--- config.mk ---
export PLATFORM = sky130hd
export DESIGN_NAME = freq_meter
export DESIGN_NICKNAME = d
export VERILOG_FILES = /design/src/rtl/freq_meter_pkg.sv /design/src/rtl/freq_meter_sync_edge_det.sv /design/src/rtl/freq_meter.sv
export SDC_FILE = /design/constraint.sdc
export NUM_CORES = 1
export LEC_CHECK = 0
export CAP_MARGIN = 10
export CELL_PAD_IN_SITES_DETAIL_PLACEMENT = 1
export CELL_PAD_IN_SITES_GLOBAL_PLACEMENT = 1
export CORE_MARGIN = 4
export CORE_UTILIZATION = 35
export CTS_BUF_LIST = sky130_fd_sc_hd__clkbuf_2 sky130_fd_sc_hd__clkbuf_4 sky130_fd_sc_hd__clkbuf_8
export DETAILED_ROUTE_END_ITERATION = 6
export PLACE_DENSITY = 0.66
export SETUP_SLACK_MARGIN = 0.05
export SLEW_MARGIN = 5
export SYNTH_ARGS = -nofsm -noshare
export SYNTH_HDL_FRONTEND = slang
export SYNTH_HIERARCHICAL = 1
export SYNTH_SLANG_ARGS = --single-unit
export TNS_END_PERCENT = 20
--- constraint.sdc ---
create_clock -name clk -period 2 [get_ports clk]
set_clock_uncertainty 0.05 [all_clocks]
set_input_delay 0.4 -clock clk [delete_from_list [all_inputs] [get_ports clk]]
set_output_delay 0.4 -clock clk [all_outputs]
set_load 0.02 [all_outputs]
--- src/rtl/freq_meter_pkg.sv ---
// freq_meter_pkg
//   Shared definitions for the period / high-time meter.
//   - state_t        : measurement FSM states
//   - DEF_CNT_W      : default counter / result width
//   - DEF_SYNC_STAGES: default synchroniser depth (must be >= 2)
package freq_meter_pkg;

    typedef enum logic [1:0] {
        ST_IDLE    = 2'd0,
        ST_ARM     = 2'd1,
        ST_MEASURE = 2'd2
    } state_t;

    localparam int DEF_CNT_W       = 16;
    localparam int DEF_SYNC_STAGES = 2;

endpackage

--- src/rtl/freq_meter_sync_edge_det.sv ---
// sync_edge_det
//   Brings an asynchronous level into the clk domain and flags its edges.
//   Ports:
//     clk    in   clock
//     rst    in   synchronous active-high reset, clears every flop to 0
//     sig_in in   asynchronous input level
//     s      out  synchronised level, aligned with rise/fall
//     rise   out  one-cycle pulse on a 0->1 transition of the synchronised level
//     fall   out  one-cycle pulse on a 1->0 transition of the synchronised level
module sync_edge_det
    import freq_meter_pkg::*;
#(
    parameter int SYNC_STAGES = DEF_SYNC_STAGES
) (
    input  logic clk,
    input  logic rst,
    input  logic sig_in,
    output logic s,
    output logic rise,
    output logic fall
);

    logic [SYNC_STAGES-1:0] r_sync;
    logic                   r_s_d;
    logic                   r_rise;
    logic                   r_fall;
    logic                   w_s;

    assign w_s = r_sync[SYNC_STAGES-1];

    // Edge pulses are registered; r_s_d carries the same sample as w_s one
    // cycle later, so the exported level lines up with the exported pulses.
    always_ff @(posedge clk) begin
        if (rst) begin
            r_sync <= '0;
            r_s_d  <= 1'b0;
            r_rise <= 1'b0;
            r_fall <= 1'b0;
        end else begin
            r_sync <= {r_sync[SYNC_STAGES-2:0], sig_in};
            r_s_d  <= w_s;
            r_rise <= w_s & ~r_s_d;
            r_fall <= ~w_s & r_s_d;
        end
    end

    assign s    = r_s_d;
    assign rise = r_rise;
    assign fall = r_fall;

endmodule

--- src/rtl/freq_meter.sv ---
// freq_meter
//   Measures the period and high time of a slow periodic signal in clk cycles.
//   Ports:
//     clk        in   sole clock, rising edge
//     rst        in   synchronous active-high reset
//     en         in   measurement enable; low returns the meter to IDLE
//     sig_in     in   measured signal, asynchronous to clk
//     period     out  clk cycles between the last two rising edges
//     high_time  out  clk cycles the signal was high in that period
//     meas_valid out  one-cycle pulse when period/high_time/overflow update
//     overflow   out  a counter saturated during the reported measurement
//     dbg_state  out  current FSM state (state_t encoding)
//   Handshake: meas_valid is a pure strobe with no back-pressure; the result
//   registers hold their value until the next strobe.
module freq_meter
    import freq_meter_pkg::*;
#(
    parameter int CNT_W       = DEF_CNT_W,
    parameter int SYNC_STAGES = DEF_SYNC_STAGES
) (
    input  logic             clk,
    input  logic             rst,
    input  logic             en,
    input  logic             sig_in,
    output logic [CNT_W-1:0] period,
    output logic [CNT_W-1:0] high_time,
    output logic             meas_valid,
    output logic             overflow,
    output logic [1:0]       dbg_state
);

    localparam logic [CNT_W-1:0] CNT_MAX = '1;
    localparam logic [CNT_W-1:0] CNT_ONE = {{(CNT_W-1){1'b0}}, 1'b1};

    logic w_s;
    logic w_rise;
    logic w_fall;

    sync_edge_det #(
        .SYNC_STAGES (SYNC_STAGES)
    ) u_sync_edge_det (
        .clk    (clk),
        .rst    (rst),
        .sig_in (sig_in),
        .s      (w_s),
        .rise   (w_rise),
        .fall   (w_fall)
    );

    state_t           r_state;
    state_t           w_next_state;
    logic             w_clear;
    logic             w_load;
    logic             w_report;
    logic             w_count;

    logic [CNT_W-1:0] r_pcnt;
    logic [CNT_W-1:0] r_hcnt;
    logic             r_sat;
    logic             r_fell;
    logic [CNT_W-1:0] r_period;
    logic [CNT_W-1:0] r_high;
    logic             r_valid;
    logic             r_ovf;

    always_ff @(posedge clk) begin
        if (rst) begin
            r_state <= ST_IDLE;
        end else begin
            r_state <= w_next_state;
        end
    end

    // en is checked before rise everywhere, so a rise coinciding with en
    // dropping is discarded rather than reported.
    always_comb begin
        w_next_state = r_state;
        w_clear      = 1'b0;
        w_load       = 1'b0;
        w_report     = 1'b0;
        w_count      = 1'b0;
        case (r_state)
            ST_IDLE: begin
                w_clear = 1'b1;
                if (en) w_next_state = ST_ARM;
            end
            ST_ARM: begin
                if (!en) begin
                    w_next_state = ST_IDLE;
                end else if (w_rise) begin
                    w_load       = 1'b1;
                    w_next_state = ST_MEASURE;
                end
            end
            ST_MEASURE: begin
                if (!en) begin
                    w_next_state = ST_IDLE;
                end else if (w_rise) begin
                    w_report = 1'b1;
                    w_load   = 1'b1;
                end else begin
                    w_count = 1'b1;
                end
            end
            default: w_next_state = ST_IDLE;
        endcase
    end

    // sat marks that at least one count was dropped because a counter was
    // already at its maximum; a count that just reaches the maximum is exact.
    always_ff @(posedge clk) begin
        if (rst) begin
            r_pcnt   <= '0;
            r_hcnt   <= '0;
            r_sat    <= 1'b0;
            r_fell   <= 1'b0;
            r_period <= '0;
            r_high   <= '0;
            r_valid  <= 1'b0;
            r_ovf    <= 1'b0;
        end else begin
            r_valid <= w_report;
            if (w_report) begin
                r_period <= r_pcnt;
                r_high   <= r_hcnt;
                r_ovf    <= r_sat;
            end
            if (w_clear) begin
                r_pcnt <= '0;
                r_hcnt <= '0;
                r_sat  <= 1'b0;
                r_fell <= 1'b0;
            end else if (w_load) begin
                r_pcnt <= CNT_ONE;
                r_hcnt <= CNT_ONE;
                r_sat  <= 1'b0;
                r_fell <= 1'b0;
            end else if (w_count) begin
                if (r_pcnt == CNT_MAX) r_sat <= 1'b1;
                else                   r_pcnt <= r_pcnt + CNT_ONE;
                // High time stops at the first fall of the period.
                if (w_s && !r_fell) begin
                    if (r_hcnt == CNT_MAX) r_sat <= 1'b1;
                    else                   r_hcnt <= r_hcnt + CNT_ONE;
                end
                if (w_fall) r_fell <= 1'b1;
            end
        end
    end

    assign period     = r_period;
    assign high_time  = r_high;
    assign meas_valid = r_valid;
    assign overflow   = r_ovf;
    assign dbg_state  = r_state;

endmodule

---- Word-level counts from Yosys, hierarchy flattened ----
Cells that the tools add are included.
storage, ports and cells
  register bits ........................... 75
  latch bits .............................. 0
  memory bits (writable) .................. 0
  memory bits (read-only) ................. 0
  bits of input ports ..................... 4
  output and inout port bits .............. 36
  memories ................................ 0
operators by class
  add/subtract/negate cells ............... 2
  multipliers ............................. 0
  divide/modulo/power cells ............... 0
  $lt $le $gt $ge ......................... 0
  eq/ne operators ......................... 9
  shift-type cells ........................ 0
  mux-type cells .......................... 23
  bitwise logic cells ..................... 6
  reduce and logical (&&, ||, !) cells .... 14
operators with widths
  kind                     number
  $add A16 B1 Y16 const B  2
  $eq A16 B16 Y1 const B   2
  $mux W1                  18
  $reduce_and A3 Y1        3
  $mux W2                  4
  $ne A2 B2 Y1 const B     4
  $pmux W2 S3              1
  $reduce_and A2 Y1        3
  $not A1 Y1               4
  $reduce_bool A2 Y1       2
  $reduce_or A2 Y1         2
  $ne A3 B2 Y1 const B     1
  $reduce_or A3 Y1         1
  $and A1 B1 Y1            2
  $eq A2 B1 Y1 const B     1
  $eq A2 B2 Y1 const B     1
  $logic_not A2 Y1         1
  $logic_and A1 B1 Y1      1
  $logic_not A1 Y1         1

---- Logic depth before layout (Yosys ltp) ----
Gate-level depths: netlist of the first run.
  word-level depth ........................ 5
  depth in mapped cells ................... 9
  depth with buffers taken out ............ 6

---- By module ----
Netlist of the first run, hierarchy kept.
by module, submodules not included
  module         instances  cells each  area an instance (µm²)
  freq_meter     1          395         3,190.6
  sync_edge_det  1          10          133.9

---- Worst setup path after synthesis of the first run ----
No wires, ideal clock.
  path kind ............................... flip-flop to flip-flop
  start ................................... reg r_state[0], in the netlist dbg_state[0]
  end ..................................... reg r_pcnt[4]
  arrival time ............................ 1,902 ps
  data required time ...................... 1,878 ps
  path slack .............................. -23 ps
  stages on the path, launching flop included .. 10
  period minus slack after synthesis ...... 2,023 ps
  cells stage by stage .................... dfxtp_1 -> inv_1 -> ha_1 -> and3_1 -> clkbuf_2 -> nor3_2 -> clkbuf_2 -> buf_2 -> nand2_1 -> mux2i_1
between the ends
  word-level cells in the longest chain between the ends .. 4
  elaborated cells on any way between the ends .. 9
ends and longest elaborated chain
  what                                                 line               RTL
  from (decl)                                          freq_meter.sv:50   state_t r_state;
  from (signal assigned)                               freq_meter.sv:70   r_state <= w_next_state;
  $eq A2 B2 Y1 / $eq A2 B1 Y1 (equally long branches)  freq_meter.sv:82   case (r_state)
  $reduce_or A2 Y1 (no source line)                    n/a
  $mux W1                                              n/a
  $reduce_or A3 Y1 (no source line)                    n/a
  to (signal assigned)                                 freq_meter.sv:140  else r_pcnt <= r_pcnt + CNT_ONE;
  to (decl)                                            freq_meter.sv:57   logic [CNT_W-1:0] r_pcnt;
Several ways; a longest one is shown, not always the timed one.
A chain may end at the register's enable or synchronous reset.

---- Worst setup path after layout of the first run ----
  start ................................... reg r_state[0], in the netlist dbg_state[0]
  end ..................................... reg r_hcnt[0]
between the ends
  word-level cells in the longest chain between the ends .. 5
  elaborated cells on any way between the ends .. 13
ends and longest elaborated chain
  what                                                                        line               RTL
  $eq A2 B2 Y1 / $eq A2 B1 Y1 (equally long branches)                         freq_meter.sv:82
  $reduce_or A2 Y1 (no source line)                                           n/a
  $mux W1                                                                     n/a
  $ne A2 B2 Y1 (no source line) / $reduce_bool A2 Y1 (equally long branches)  n/a
  $reduce_and A3 Y1 (no source line)                                          n/a
  to (signal assigned)                                                        freq_meter.sv:144  else r_hcnt <= r_hcnt + CNT_ONE;
  to (decl)                                                                   freq_meter.sv:58   logic [CNT_W-1:0] r_hcnt;
Several ways; a longest one is shown, not always the timed one.

==> results.ini, run 1 <==
[place]
dp.cells = 584
gp_congestion = 0.772
port_buffers = 39
place_hpwl_microns = 6500

[clock_tree]
cts_made_buffers = 9
numClockSinks = 75
h-tree-depth = 3
cts_resized = 2
clock_latency_ns = 0.34
post-cts-setup-buffer-count = 0
cts_hold_buf = 0
path_clk_slew_ns = 0.07
clockBufferDepth = 2
cts-root-buf = clkbuf_8
cts_tree = yes

[die]
die_h_microns = 105
start_util_pct = 36.0
io_pins = 40
die_area_sq_um = 11100
num_rows = 35
core-area_sq_um = 9240
chipWidth_microns = 105

[detailed_routing]
drt_first_pass_iters = 4
drcViolationCount = 0
vias = 3073
drt_wl_total_microns = 8830
antenna_left = 0
top_layer_used = met4
drt_iter0_markers = 89
wl_met3_microns = 257
wl_per_cell_microns = 14.8
dr_wl_met2_microns = 3880
avgViaCountPerCell = 5.15
wirelength_met1_microns = 4570

[pwr]
ir_drop_mv = 0.302
p_comb_share_pct = 5.6
power_uw = 2650
power_frac_seq_pct = 56.9
p_sw_share_pct = 23.8
clock_power_share_pct = 37.4
p_int_uw = 2020
power_density_nw_per_um2 = 621
power_switching_uw = 629
p_leak_uw = 0.00139

[grt]
grt.overflow.total = 0
grt_pass1_wl_microns = 15100
grt_max_degree = 26
grt_pass1_vias = 2990
antenna_found_initial = 0
track_usage_pct = 16.4

[sta]
final_hold_viol_count = 0
drv_slew = 0
fin_tns_setup_ns = 0
timing.fmax_mhz = 527
layout_min_cycle_time_ns = 1.90
worst_pin_slew_ns = 0.465
setup_violations = 0
period_share_pct = 94.9
hold-worst-slack_ns = 0.389
rsz0062_at_grt = yes
slew-limit-headroom_pct = 69.0

[finish]
nNetsFinal = 475
drive_above_1_share_pct = 14.1
final_cell_mix = 96 x nand2_1, 72 x dfxtp_1, 51 x a21oi_1, 38 x clkdlybuf4s50_1, 35 x buf_4
syn2layout_area_growth_pct = 28.3
final_common_cell = nand2_1
fin_cells = 597
fin_util_pct = 46.1
diodes = 0

[critical_path]
cp.arrival_ns = 2.10
cp_data_required_time_ns = 2.20
critPathMaxStageDelay_ns = 0.39
r2r_start = dbg_state[0]
timing.rr.end = r_hcnt[0]
r2r_setup_slack_ns = 0.10
critPathCaptureType = flop
r2r_cells = 7
cp-startpoint = dbg_state[0]
critPathSlowestCell = a2111o_1
startpoint_type = flop
path_depth = 7
path_class = reg2reg
critical-path-top-delay-family = compound AO/OA/AOI/OAI gates
cpMostUsedCell = a211oi_1
path_cells = inv_1 > ha_2 > and3b_2 > buf_4 > a211oi_1 > a2111o_1 > a211oi_1
cp_num_buf_inv = 2
crit_fanout = 6
cp-endpoint = r_hcnt[0]

[synth]
synthMuxAreaShare_pct = 3.61
synth-xor-area-share_pct = 0
ys.flop_type = dfxtp_1
yosys_warnings = 6
synth_seq_cells = 75
synthAdderAreaFrac_pct = 1.88
synth_cells = 405
synth_top_area_cell = dfxtp_1
ys_top_cells_by_area = dfxtp_1 45%, nand2_1 11%, a21oi_1 7.7%
ys_types = 45
syn_area_per_cell_sq_um = 8.21
synth-edff-count = 0
synth_top_cell_area_share_pct = 45.2
synth_area_sq_um = 3320
syn_nets = 414
synth_top_family_by_area = simple AND/OR/NAND/NOR gates
synth-simple-area-share_pct = 30.0
seq_area_frac_synth_pct = 45.2
async_flop_share_pct = 0
synth_compound_area_share_pct = 15.6

[hold_path]
hp-class = reg2reg

[run_status]
status = finished clean

[run]
maxCapViolCount = 0

## metal layers
layer  track usage (%)  up-vias
met2              24.7       48
met4              5.62        0
met3              2.69       11
met1              23.8     1457
li1                  -     1557
met5                 0        -
## flip-flops by register name, indices dropped and copies added (netlist names), 2 cells and up
signal,cells
period,16
r_hcnt,16
high_time,16
dbg_state,2
u_sync_edge_det/r_sync,2
r_pcnt,16
## logic make-up after synthesis
logic type,count (synthesis)
muxes,12
DFF,75
AOI/OAI and AO/OA,87
and+or+nand+nor,196
buffers and inverters,30
adders and majority gates,5
## per-stage QoR
stage / cell area [sq um] / setup slack (ns)
global placement: 4070 / -0.334
CTS: 4230 / 0.0244
floorplan: 3330 / 0.0746
detailed placement: 4070 / -0.424
finish: 4260 / 0.101
global route: 4260 / 0.0207
## synthesized netlist by cell type (all sizes together) (2+ instances only)
library cell and n:
o21ai 7, a21o 2, mux2i 12, nor3 9, nand4 5, nand2 97
nand3 17, nor2 5, a31oi 4, a21oi 51, or3 2, nor4 5
a211oi 9, or2 2, and2 4, clkbuf 16, a2111o 2, dfxtp 75
o41ai 2, nor3b 3, o31ai 5, inv 4, nor4b 2, or4 6
nor2b 6, ha 5, and3 9, nand2b 13, and4 6, buf 10
nand4b 2
## how the worst min path moves through the flow
stage / from / endpoint / slack (ns) / depth (start not counted)
final: u_sync_edge_det/r_sync[0] / u_sync_edge_det/r_sync[1] / 0.39 / 1
after CTS: u_sync_edge_det/r_sync[0] / u_sync_edge_det/r_sync[1] / 0.40 / 1
after global routing: u_sync_edge_det/r_sync[1] / u_sync_edge_det/fall / 0.40 / 1
after global placement: u_sync_edge_det/r_sync[0] / u_sync_edge_det/r_sync[1] / 0.37 / 1
after floorplan: u_sync_edge_det/r_sync[1] / u_sync_edge_det/fall / 0.35 / 1
after detailed placement: u_sync_edge_det/r_sync[0] / u_sync_edge_det/r_sync[1] / 0.38 / 1
## power groups by stage
stage / Clock (uW) / Combinational [uW] / Sequential [uW]
after floorplan: 0 / 81.6 / 1540
after global placement: 0 / 143 / 1540
after detailed placement: 0 / 148 / 1540
after CTS: 1040 / 149 / 1510
after global routing: 1090 / 165 / 1510
final: 991 / 149 / 1510
## cell type report
type,count,area [sq um]
multi-input cells,300,1730
well taps,129,161
flip-flops and latches,75,1510
repair buffers,76,696
inverters,4,15.0
clock buffers,10,138
fillers,1106,4980
clock inverters,3,17.5
Note: power is estimated with default switching activity, not from simulation.
==> run 2: changes to the inputs <==
--- a/config.mk
+++ b/config.mk
@@ -5,6 +5,7 @@
 export SDC_FILE = /design/constraint.sdc
 export NUM_CORES = 1
 export LEC_CHECK = 0
+export ABC_CLOCK_PERIOD_IN_PS = 2000
 export CAP_MARGIN = 10
 export CELL_PAD_IN_SITES_DETAIL_PLACEMENT = 1
 export CELL_PAD_IN_SITES_GLOBAL_PLACEMENT = 1
@@ -13,7 +14,7 @@
 export CTS_BUF_LIST = sky130_fd_sc_hd__clkbuf_2 sky130_fd_sc_hd__clkbuf_4 sky130_fd_sc_hd__clkbuf_8
 export DETAILED_ROUTE_END_ITERATION = 6
 export PLACE_DENSITY = 0.66
-export SETUP_SLACK_MARGIN = 0.05
+export SETUP_SLACK_MARGIN = 0.3
 export SLEW_MARGIN = 5
 export SYNTH_ARGS = -nofsm -noshare
 export SYNTH_HDL_FRONTEND = slang
==> results.ini, run 2 (synthesis results as in run 1) <==
[grt]
grt.overflow.total = 0
grtUsageMet2_pct = 27.6
grt_pass1_wl_microns = 15900
grt_pass1_vias = 3181
track_usage_pct = 17.4
grt_use_met3_pct = 2.69
grt_max_degree = 32
gr-max-usage-layer = met2
use_met1_pct = 24.2
antenna_found_initial = 0

[place]
gp_congestion = 0.797
place_hpwl_microns = 6410
placed_cell_area_sq_um = 4100
port_buffers = 39

[critical_path]
cp-startpoint = dbg_state[0]
r2r_cells = 7
timing.rr.end = r_pcnt[15]
cp-endpoint = r_pcnt[15]
cp_data_required_time_ns = 2.23
r2r_start = dbg_state[0]
r2r_setup_slack_ns = 0.20
startpoint_type = flop
cp.arrival_ns = 2.02
crit_fanout = 4
critPathCaptureType = flop
path_class = reg2reg

[detailed_routing]
vias = 3137
drt_first_pass_iters = 4
wl_per_cell_microns = 16.4
drt_iter0_markers = 114
drt_wl_total_microns = 9980
antenna_left = 0
avgViaCountPerCell = 5.14
drcViolationCount = 0

[pwr]
power_density_nw_per_um2 = 705
p_leak_uw = 0.00156
ir_drop_mv = 0.363

[hold_path]
hp-class = reg2reg

[sta]
slew-limit-headroom_pct = 73.4
rsz0062_at_grt = yes
setup_violations = 0
drv_slew = 0
timing.fmax_mhz = 557
period_share_pct = 89.8
fin_tns_setup_ns = 0
final_hold_viol_count = 0
worst_pin_slew_ns = 0.395
layout_min_cycle_time_ns = 1.80

[die]
io_pins = 40
start_util_pct = 36.0
chipWidth_microns = 105
num_rows = 35
die_h_microns = 105
die_area_sq_um = 11100
core-area_sq_um = 9240

[clock_tree]
h-tree-depth = 3
cts_hold_buf = 0
cts_tree = yes
numClockSinks = 75
clock_latency_ns = 0.35
cts_made_buffers = 9
clockBufferDepth = 2
cts-root-buf = clkbuf_8
path_clk_slew_ns = 0.08

[finish]
final_common_cell = nand2_1
fill_cells = 1063
seq_area_sq_um = 1520
syn2layout_area_growth_pct = 42.3
final_cell_mix = 94 x nand2_1, 65 x dfxtp_1, 47 x a21oi_1, 37 x clkdlybuf4s50_1, 36 x buf_4
fin_util_pct = 51.2
drive_above_1_share_pct = 24.7
nNetsFinal = 485
diodes = 0
multi_input_area_sq_um = 1910
design_area_sq_um = 4730

[run_status]
status = finished clean

[run]
maxCapViolCount = 0

## run 2: changes by cell type in the layout (fill, tap and decap cells not counted), moves of 4 or more
cell,previous run,this run
buf_6,0,6
a21oi_2,0,4
a21oi_1,51,47
dfxtp_2,3,8
nand3_1,16,12
bufinv_16,0,4
dfxtp_1,72,65
## run 2: worst min-delay path by stage
| stage | from | to | slack, ns | depth (start not counted) |
|---|---|---|---|---|
| 6_report | u_sync_edge_det/r_sync[1] | u_sync_edge_det/fall | 0.39 | 1 |
| 5_1_grt | u_sync_edge_det/r_sync[0] | u_sync_edge_det/r_sync[1] | 0.41 | 1 |
| 4_1_cts | u_sync_edge_det/r_sync[1] | u_sync_edge_det/fall | 0.39 | 1 |
| 3_5_place_dp | u_sync_edge_det/r_sync[1] | u_sync_edge_det/fall | 0.37 | 1 |
| 3_3_place_gp | u_sync_edge_det/r_sync[0] | u_sync_edge_det/r_sync[1] | 0.37 | 1 |
| 2_1_floorplan | u_sync_edge_det/r_sync[1] | u_sync_edge_det/fall | 0.35 | 1 |
## run 2: critical path, stage by stage, from the launching register on
cell     delay (ns)
dfxtp_4        0.36
inv_4          0.07
ha_4           0.15
and3b_2        0.25
buf_6          0.14
nand3_4        0.07
or4_4          0.51
a21oi_2        0.13
## run 2: where the power goes
part,switching [uW],internal [uW]
clock,569,1040
combinational,119,103
sequential,7.56,1500
## run 2: per-layer routing
metal / share of wire (%) / routed length, microns
met1: 51 / 5040
met4: 1.3 / 127
met2: 46 / 4540
met3: 2.7 / 270
met5: 0 / 0
## run 2: timing repair
item | CTS | global route
pin swaps | 9 | 10
setup buffers | 7 | 4
endpoints found under the hold margin | 0 | 0
resized for setup | 29 | 31
setup endpoints to repair | 67 | 67
cloned | 0 | 2
## run 2: area by class of cell
class / count / share of cell area, %
Clock inverter: 4 / 2.54
Multi-Input combinational cell: 300 / 40.5
Clock buffer: 12 / 3.36
Inverter: 4 / 0.423
Tap cell: 129 / 3.41
Timing Repair Buffer: 86 / 17.7
Sequential cell: 75 / 32.1
## run 2: per-stage QoR
step	instances	worst slack [ns]	hold slack, ns	total power (uW)
floorplan	405	0.221	0.351	1650
global placement	581	-0.186	0.372	1710
detailed placement	581	-0.269	0.374	1710
CTS	604	0.207	0.387	3330
global route	610	0.105	0.410	3460
finish	610	0.205	0.390	3340
==> run 3: changes to the inputs <==
--- a/config.mk
+++ b/config.mk
@@ -14,7 +14,6 @@
 export CTS_BUF_LIST = sky130_fd_sc_hd__clkbuf_2 sky130_fd_sc_hd__clkbuf_4 sky130_fd_sc_hd__clkbuf_8
 export DETAILED_ROUTE_END_ITERATION = 6
 export PLACE_DENSITY = 0.66
-export SETUP_SLACK_MARGIN = 0.3
 export SLEW_MARGIN = 5
 export SYNTH_ARGS = -nofsm -noshare
 export SYNTH_HDL_FRONTEND = slang
==> results.ini, run 3 (synthesis results as in run 1) <==
[clock_tree]
cts-root-buf = clkbuf_8
path_clk_slew_ns = 0.07
cts_tree = yes
numClockSinks = 75
cts_made_buffers = 9
clockBufferDepth = 2
post-cts-setup-buffer-count = 0
h-tree-depth = 3
clock_latency_ns = 0.35
cts_hold_buf = 0

[pwr]
p_sw_share_pct = 23.3
power_uw = 2910
power_density_nw_per_um2 = 675
p_int_uw = 2230
power_switching_uw = 678
p_leak_uw = 0.00142
clock_power_share_pct = 43.2
ir_drop_mv = 0.350
power_frac_seq_pct = 51.8
p_comb_share_pct = 5.0

[grt]
grt_pass1_wl_microns = 15200
grt_pass1_vias = 3066
antenna_found_initial = 0
grt_max_degree = 26
track_usage_pct = 16.6
grt.overflow.total = 0

[critical_path]
critPathSlowestCell = dfxtp_2
cp-startpoint = dbg_state[0]
startpoint_type = flop
r2r_start = dbg_state[0]
path_cells = inv_1 > ha_1 > and3_2 > buf_4 > nand2b_2 > or3_1 > o21ai_0
cp_data_required_time_ns = 2.22
cp_num_buf_inv = 2
critPathMaxStageDelay_ns = 0.36
critical-path-top-delay-family = simple AND/OR/NAND/NOR gates
cp.arrival_ns = 2.10
crit_fanout = 5
path_class = reg2reg
critPathCaptureType = flop

[place]
post-place-ws_ns = -0.419
port_buffers = 39
place_hpwl_microns = 6440
dp.cells = 584
gp_congestion = 0.782

[finish]
drive_above_1_share_pct = 13.8
final_cell_mix = 97 x nand2_1, 73 x dfxtp_1, 51 x a21oi_1, 38 x clkdlybuf4s50_1, 35 x buf_4
seq_area_sq_um = 1500
fin_cells = 600
final_common_cell = nand2_1
diodes = 0
multi_input_area_sq_um = 1720
fill_cells = 1099
nNetsFinal = 475
syn2layout_area_growth_pct = 29.7

[detailed_routing]
drt_first_pass_iters = 4
drt_iter0_markers = 86
antenna_left = 0
drcViolationCount = 0
avgViaCountPerCell = 5.15
drt_wl_total_microns = 8790
wl_per_cell_microns = 14.7
vias = 3089

[run_status]
status = finished clean

[sta]
slew-limit-headroom_pct = 68.8
final_hold_viol_count = 0
timing.fmax_mhz = 532
fin_ws_ns = 0.121
worst_pin_slew_ns = 0.468
period_share_pct = 94.0
rsz0062_at_grt = no
setup_violations = 0
fin_tns_setup_ns = 0
layout_min_cycle_time_ns = 1.88
drv_slew = 0

[die]
start_util_pct = 36.0
chipWidth_microns = 105
core-area_sq_um = 9240
die_area_sq_um = 11100
die_h_microns = 105
num_rows = 35
io_pins = 40

[hold_path]
min_from = u_sync_edge_det/r_sync[0]
hp-class = reg2reg

[run]
maxCapViolCount = 0

==> run 3: stage by stage <==
step	hold slack, ns	util (%)	cell area (sq um)
floorplan	0.351	-	3330
global placement	0.366	44.1	4070
detailed placement	0.384	44.1	4070
CTS	0.402	46.4	4290
global route	0.415	46.7	4310
finish	0.395	46.7	4310
==> run 3: area by class of cell <==
| cell class | count | area share (%) |
|---|---|---|
| flip-flops and latches | 75 | 34.9 |
| clock buffers | 12 | 3.83 |
| repair buffers | 76 | 16.1 |
| multi-input cells | 300 | 40.0 |
| inverters | 4 | 0.348 |
| clock inverters | 4 | 1.10 |
| well taps | 129 | 3.74 |
==> run 3: path summary, 6_finish.rpt <==
path | to | slack (ns) | cells after the start
worst max-delay path | r_hcnt[2] | 0.12 | 7
worst min-delay path | u_sync_edge_det/r_sync[1] | 0.39 | 1
worst max register to register | r_hcnt[2] | 0.12 | 7
worst min register to register | u_sync_edge_det/r_sync[1] | 0.39 | 1
==> run 3: repair_timing <==
item,CTS,global route
endpoints found under the hold margin,0,0
gates cloned,0,0
endpoints found under the setup margin,3,14
resized for setup,2,7
==> run 3: power groups by stage <==
stage	Combinational (uW)	Sequential, uW	Clock [uW]
2_1_floorplan	81.6	1540	0
3_3_place_gp	143	1540	0
3_5_place_dp	147	1540	0
4_1_cts	148	1510	1290
5_1_grt	163	1510	1350
6_report	147	1510	1260
==> run 3: routing by layer <==
metal	vias to the layer above	GRT usage, %	share of wire, %
met5	-	0	0
met4	0	6.47	1.5
met3	10	2.69	2.7
met2	45	25.4	45
met1	1474	23.5	51
li1	1560	-	-
==> RTL change 1: new RTL, config.mk and constraints of run 1 <==
Put one more register stage on the output `period`, cleared by the reset. The value now appears one clock later. The other outputs are not delayed to match. Comments in the files are not updated.
--- a/src/rtl/freq_meter.sv
+++ b/src/rtl/freq_meter.sv
@@ -149,5 +149,11 @@
     end
 
-    assign period     = r_period;
+    always_ff @(posedge clk) begin
+        if (rst) begin
+            period <= '0;
+        end else begin
+            period <= r_period;
+        end
+    end
     assign high_time  = r_high;
     assign meas_valid = r_valid;
Formal check against the unedited RTL: not equivalent (Yosys sat finds a counterexample within 10 cycles, from zero or initial values and one cycle with rst high).
==> RTL change 1 against run 1 <==
- wire length increased by 8.4%
- die area increased by 13%
- total power increased by 25%
- setup slack improved by 0.026 ns
- utilization decreased by 1.0 points
- sequential cell count increased by 16
- fmax increased by 1.4%
- critical path depth decreased by 1
- worst hold slack improved by 0.018 ns
- sequential power increased by 21%
- synthesized area increased by 14%
- design area increased by 11%
- largest power group unchanged
==> RTL change 1: results (changes against run 1) <==
[outcome]
status=complete, no violations

[global_routing]
grt_pass1_vias=3237  ; +8.3%
use_met3_pct=3.02  ; +0.32 points
grt.total_usage_pct=15.8  ; -0.67 points
grt_use_met1_pct=20.6  ; -3.2 points
grt_pass1_wl_mm=16.2  ; +7.0%

[synthesis]
synth_area_leaders=dfxtp_1, nand2_1, mux2i_1
post_synth_fa_ha_maj_area_fraction_pct=1.65  ; -0.23 points
syn_nets=420  ; +1.4%
synth_cell_types=50  ; +11%
synth_area_um2=3800  ; +14%

[placement]
pre_cts_ws_ns=-0.357  ; +0.0666 ns
place_area_um2=4480  ; +9.9%
post-dp-hpwl_mm=6.72  ; +3.5%
place_inst=592  ; +1.4%
gp_congestion=0.801  ; +3.8%

[drt]
viasPerCell=5.17  ; +0.46%

[sta]
worst_slew_pin_slew_ns=0.589  ; +0.124 ns
whs_ns=0.407  ; +0.0177 ns

[cells_and_area]
fin_area_um2=4720  ; +11%
final_net_count=476  ; +0.21%
fill_cells=1245  ; +13%
final-clk-cell-share_pct=4.26  ; +0.63 points
seq_area_share_pct=38.7  ; +3.4 points
stdcell_count=607  ; +1.7%
nonClkBufAreaFrac_pct=13.2  ; -3.1 points
buffers=68  ; -11%

[clock_tree]
clk_latency_ns=0.36  ; +0.02 ns

[critical_path]
crit_family=simple AND/OR/NAND/NOR gates
worstPathArrival_ns=2.12  ; +0.02 ns

## RTL change 1: cell count changes after synthesis, moves of 12 or more
cell             run 1  this run
nor2b_1              6        22
o22a_1               0        13
nand2_1             97        72
dfxtp_1             75        91
nand2b_1            13         1
a21oi_1             51        36
## RTL change 1: power by group through the flow
stage               clock, mW  sequential (mW)  combinational [mW]
global placement            0             1.87               0.175
finish                   1.29             1.83               0.184
floorplan                   0             1.87               0.101
global route             1.42             1.83               0.202
CTS                      1.35             1.83               0.181
detailed placement          0             1.87               0.180
## RTL change 1: final timing paths
kind | start | to
min | u_sync_edge_det/r_sync[0] | u_sync_edge_det/r_sync[1]
max reg2reg | dbg_state[0] | r_hcnt[15]
max | dbg_state[0] | r_hcnt[15]
min reg2reg | u_sync_edge_det/r_sync[0] | u_sync_edge_det/r_sync[1]
## RTL change 1: per-layer routing
layer | up-vias | wire length [um]
met1 | 1518 | 4740
met2 | 44 | 4370
met5 | - | 0
met3 | 9 | 297
li1 | 1568 | -
met4 | 0 | 162
==> RTL change 2: new RTL, flow settings as in run 1 <==
Without the edit above. The package constant `DEF_CNT_W` goes from 16 to 12.
--- a/src/rtl/freq_meter_pkg.sv
+++ b/src/rtl/freq_meter_pkg.sv
@@ -12,5 +12,5 @@
     } state_t;
 
-    localparam int DEF_CNT_W       = 16;
+    localparam int DEF_CNT_W       = 12;
     localparam int DEF_SYNC_STAGES = 2;
 
Ports: changed (resized high_time and period); port bits go from 40 to 32. The function was not compared with the original's and may differ.
==> RTL change 2 against run 1 <==
- synthesized area fell by 25%
- total power fell by 15%
- design area fell by 24%
- sequential power fell by 21%
- count of clock-buffer cells in the layout rose by 3
- setup slack improved by 0.065 ns
- wire length fell by 26%
- sequential cell count fell by 16
- utilization rose by 1.1 points
==> RTL change 2: results (changes against run 1) <==
[outcome]
status=complete, no violations

[critical_path]
slowest_delay_ns=0.49  ; +0.10 ns
worstPathArrival_ns=2.06  ; -0.04 ns
worstPathMaxFanout=7  ; +1
crit_family=simple AND/OR/NAND/NOR gates
cp_slowest_cell=or4_1

[global_routing]
grt_pass1_wl_mm=10.8  ; -29%
grt.total_usage_pct=15.9  ; -0.50 points
grt_max_degree=35  ; +35%
grt_pass1_vias=2272  ; -24%

[synthesis]
synth_async_sr_flop_share_pct=0  ; unchanged
synthCells=292  ; -28%
syn_nets=301  ; -27%
synth_commonest_cells=nand2_1, dfxtp_1, a21oi_1, or4_1, o31ai_1
synth_area_leaders=dfxtp_1, nand2_1, a21oi_1
yosysSeqAreaShare_pct=47.2  ; +2.1 points
yosysWarningCount=6  ; unchanged

[cells_and_area]
final_net_count=354  ; -25%
drive_gt1_share_pct=14.3  ; +0.18 points

[clock_tree]
cts_buffer_depth=2  ; unchanged
clk_latency_ns=0.34  ; about the same
cts.htree.levels=3  ; unchanged
path_clk_slew_ns=0.06
cts-root-buf=clkbuf_8

[power]
p_switching_uw=537  ; -15%
power_density_nw_per_um2=697  ; +12%
peakVddDrop_mv=0.425  ; +40%
p_leak_nw=1.06  ; -24%
seqPwrFrac_pct=52.5  ; -4.4 points
comb_power_share_pct=4.9  ; -0.7 points

[placement]
gp_congestion=0.757  ; -2.0%
place_area_um2=3030  ; -26%
portBuffers=31  ; -21%
post-dp-hpwl_mm=4.46  ; -31%
pre_cts_ws_ns=-0.137  ; +0.287 ns
place_inst=426  ; -27%

[drt]
routedWlPerCell_um=14.6  ; -1.5%
viasPerCell=5.10  ; -0.90%
drt_iter0_markers=69  ; -22%
finalWirelength_mm=6.50  ; -26%
remaining_drc_errors=0  ; unchanged

[sta]
slew_headroom_pct=63.7  ; -5.3 points

[worst_hold_path]
min-delay-start=u_sync_edge_det/r_sync[0]

[job]
drv_cap=0  ; unchanged

==> RTL change 2: changes by cell type after synthesis, moves of 9 or more <==
cell      delta
dfxtp_1     -16
a211oi_1     -9
nand2_1     -35
mux2i_1     -11
nand2b_1    -12
==> RTL change 2: worst paths after layout <==
kind                                to  slack [ns]
min          u_sync_edge_det/r_sync[1]        0.39
max reg2reg                  r_hcnt[9]        0.17
max                          r_hcnt[9]        0.17
min reg2reg  u_sync_edge_det/r_sync[1]        0.39
==> RTL change 2: repair_timing <==
item	in CTS	in global routing
gates resized for setup	0	4
setup endpoints to repair	0	21
setup buffers	0	4
==> RTL change 2: worst register-to-register path, delay by kind of cell (launching register included) <==
family | cells | cell delay [ns]
DFF | 1 | 0.33
buffers and inverters | 2 | 0.24
and+or+nand+nor | 3 | 0.82
AOI/OAI and AO/OA | 1 | 0.15
adders and majority gates | 1 | 0.19
==> RTL change 2: area by class of cell <==
cell class / count / area (um^2)
Fill cell: 829 / 3620
Clock buffer: 13 / 154
Timing Repair Buffer: 56 / 527
Multi-Input combinational cell: 213 / 1220
Inverter: 6 / 22.5
Sequential cell: 59 / 1180
Tap cell: 96 / 120
Clock inverter: 3 / 15.0
==> RTL change 2: cell families after synthesis <==
| logic type | after synthesis | share of synthesized area (%) |
|---|---|---|
| fa+ha+maj | 5 | 2.50 |
| buf+inv | 20 | 4.25 |
| simple gates | 132 | 27.9 |
| xor+xnor | 3 | 1.05 |
| compound gates | 72 | 16.6 |
| flops | 59 | 47.2 |
| mux | 1 | 0.400 |
==> RTL change 2: layer usage <==
metal	wire length, um	up-vias	GRT usage (%)	share of wire [%]
met5	0	-	0	0
li1	-	1146	-	-
met3	214	11	2.84	3.3
met1	3170	1086	20.1	49
met4	126	0	8.54	1.9
met2	2990	32	25.8	46
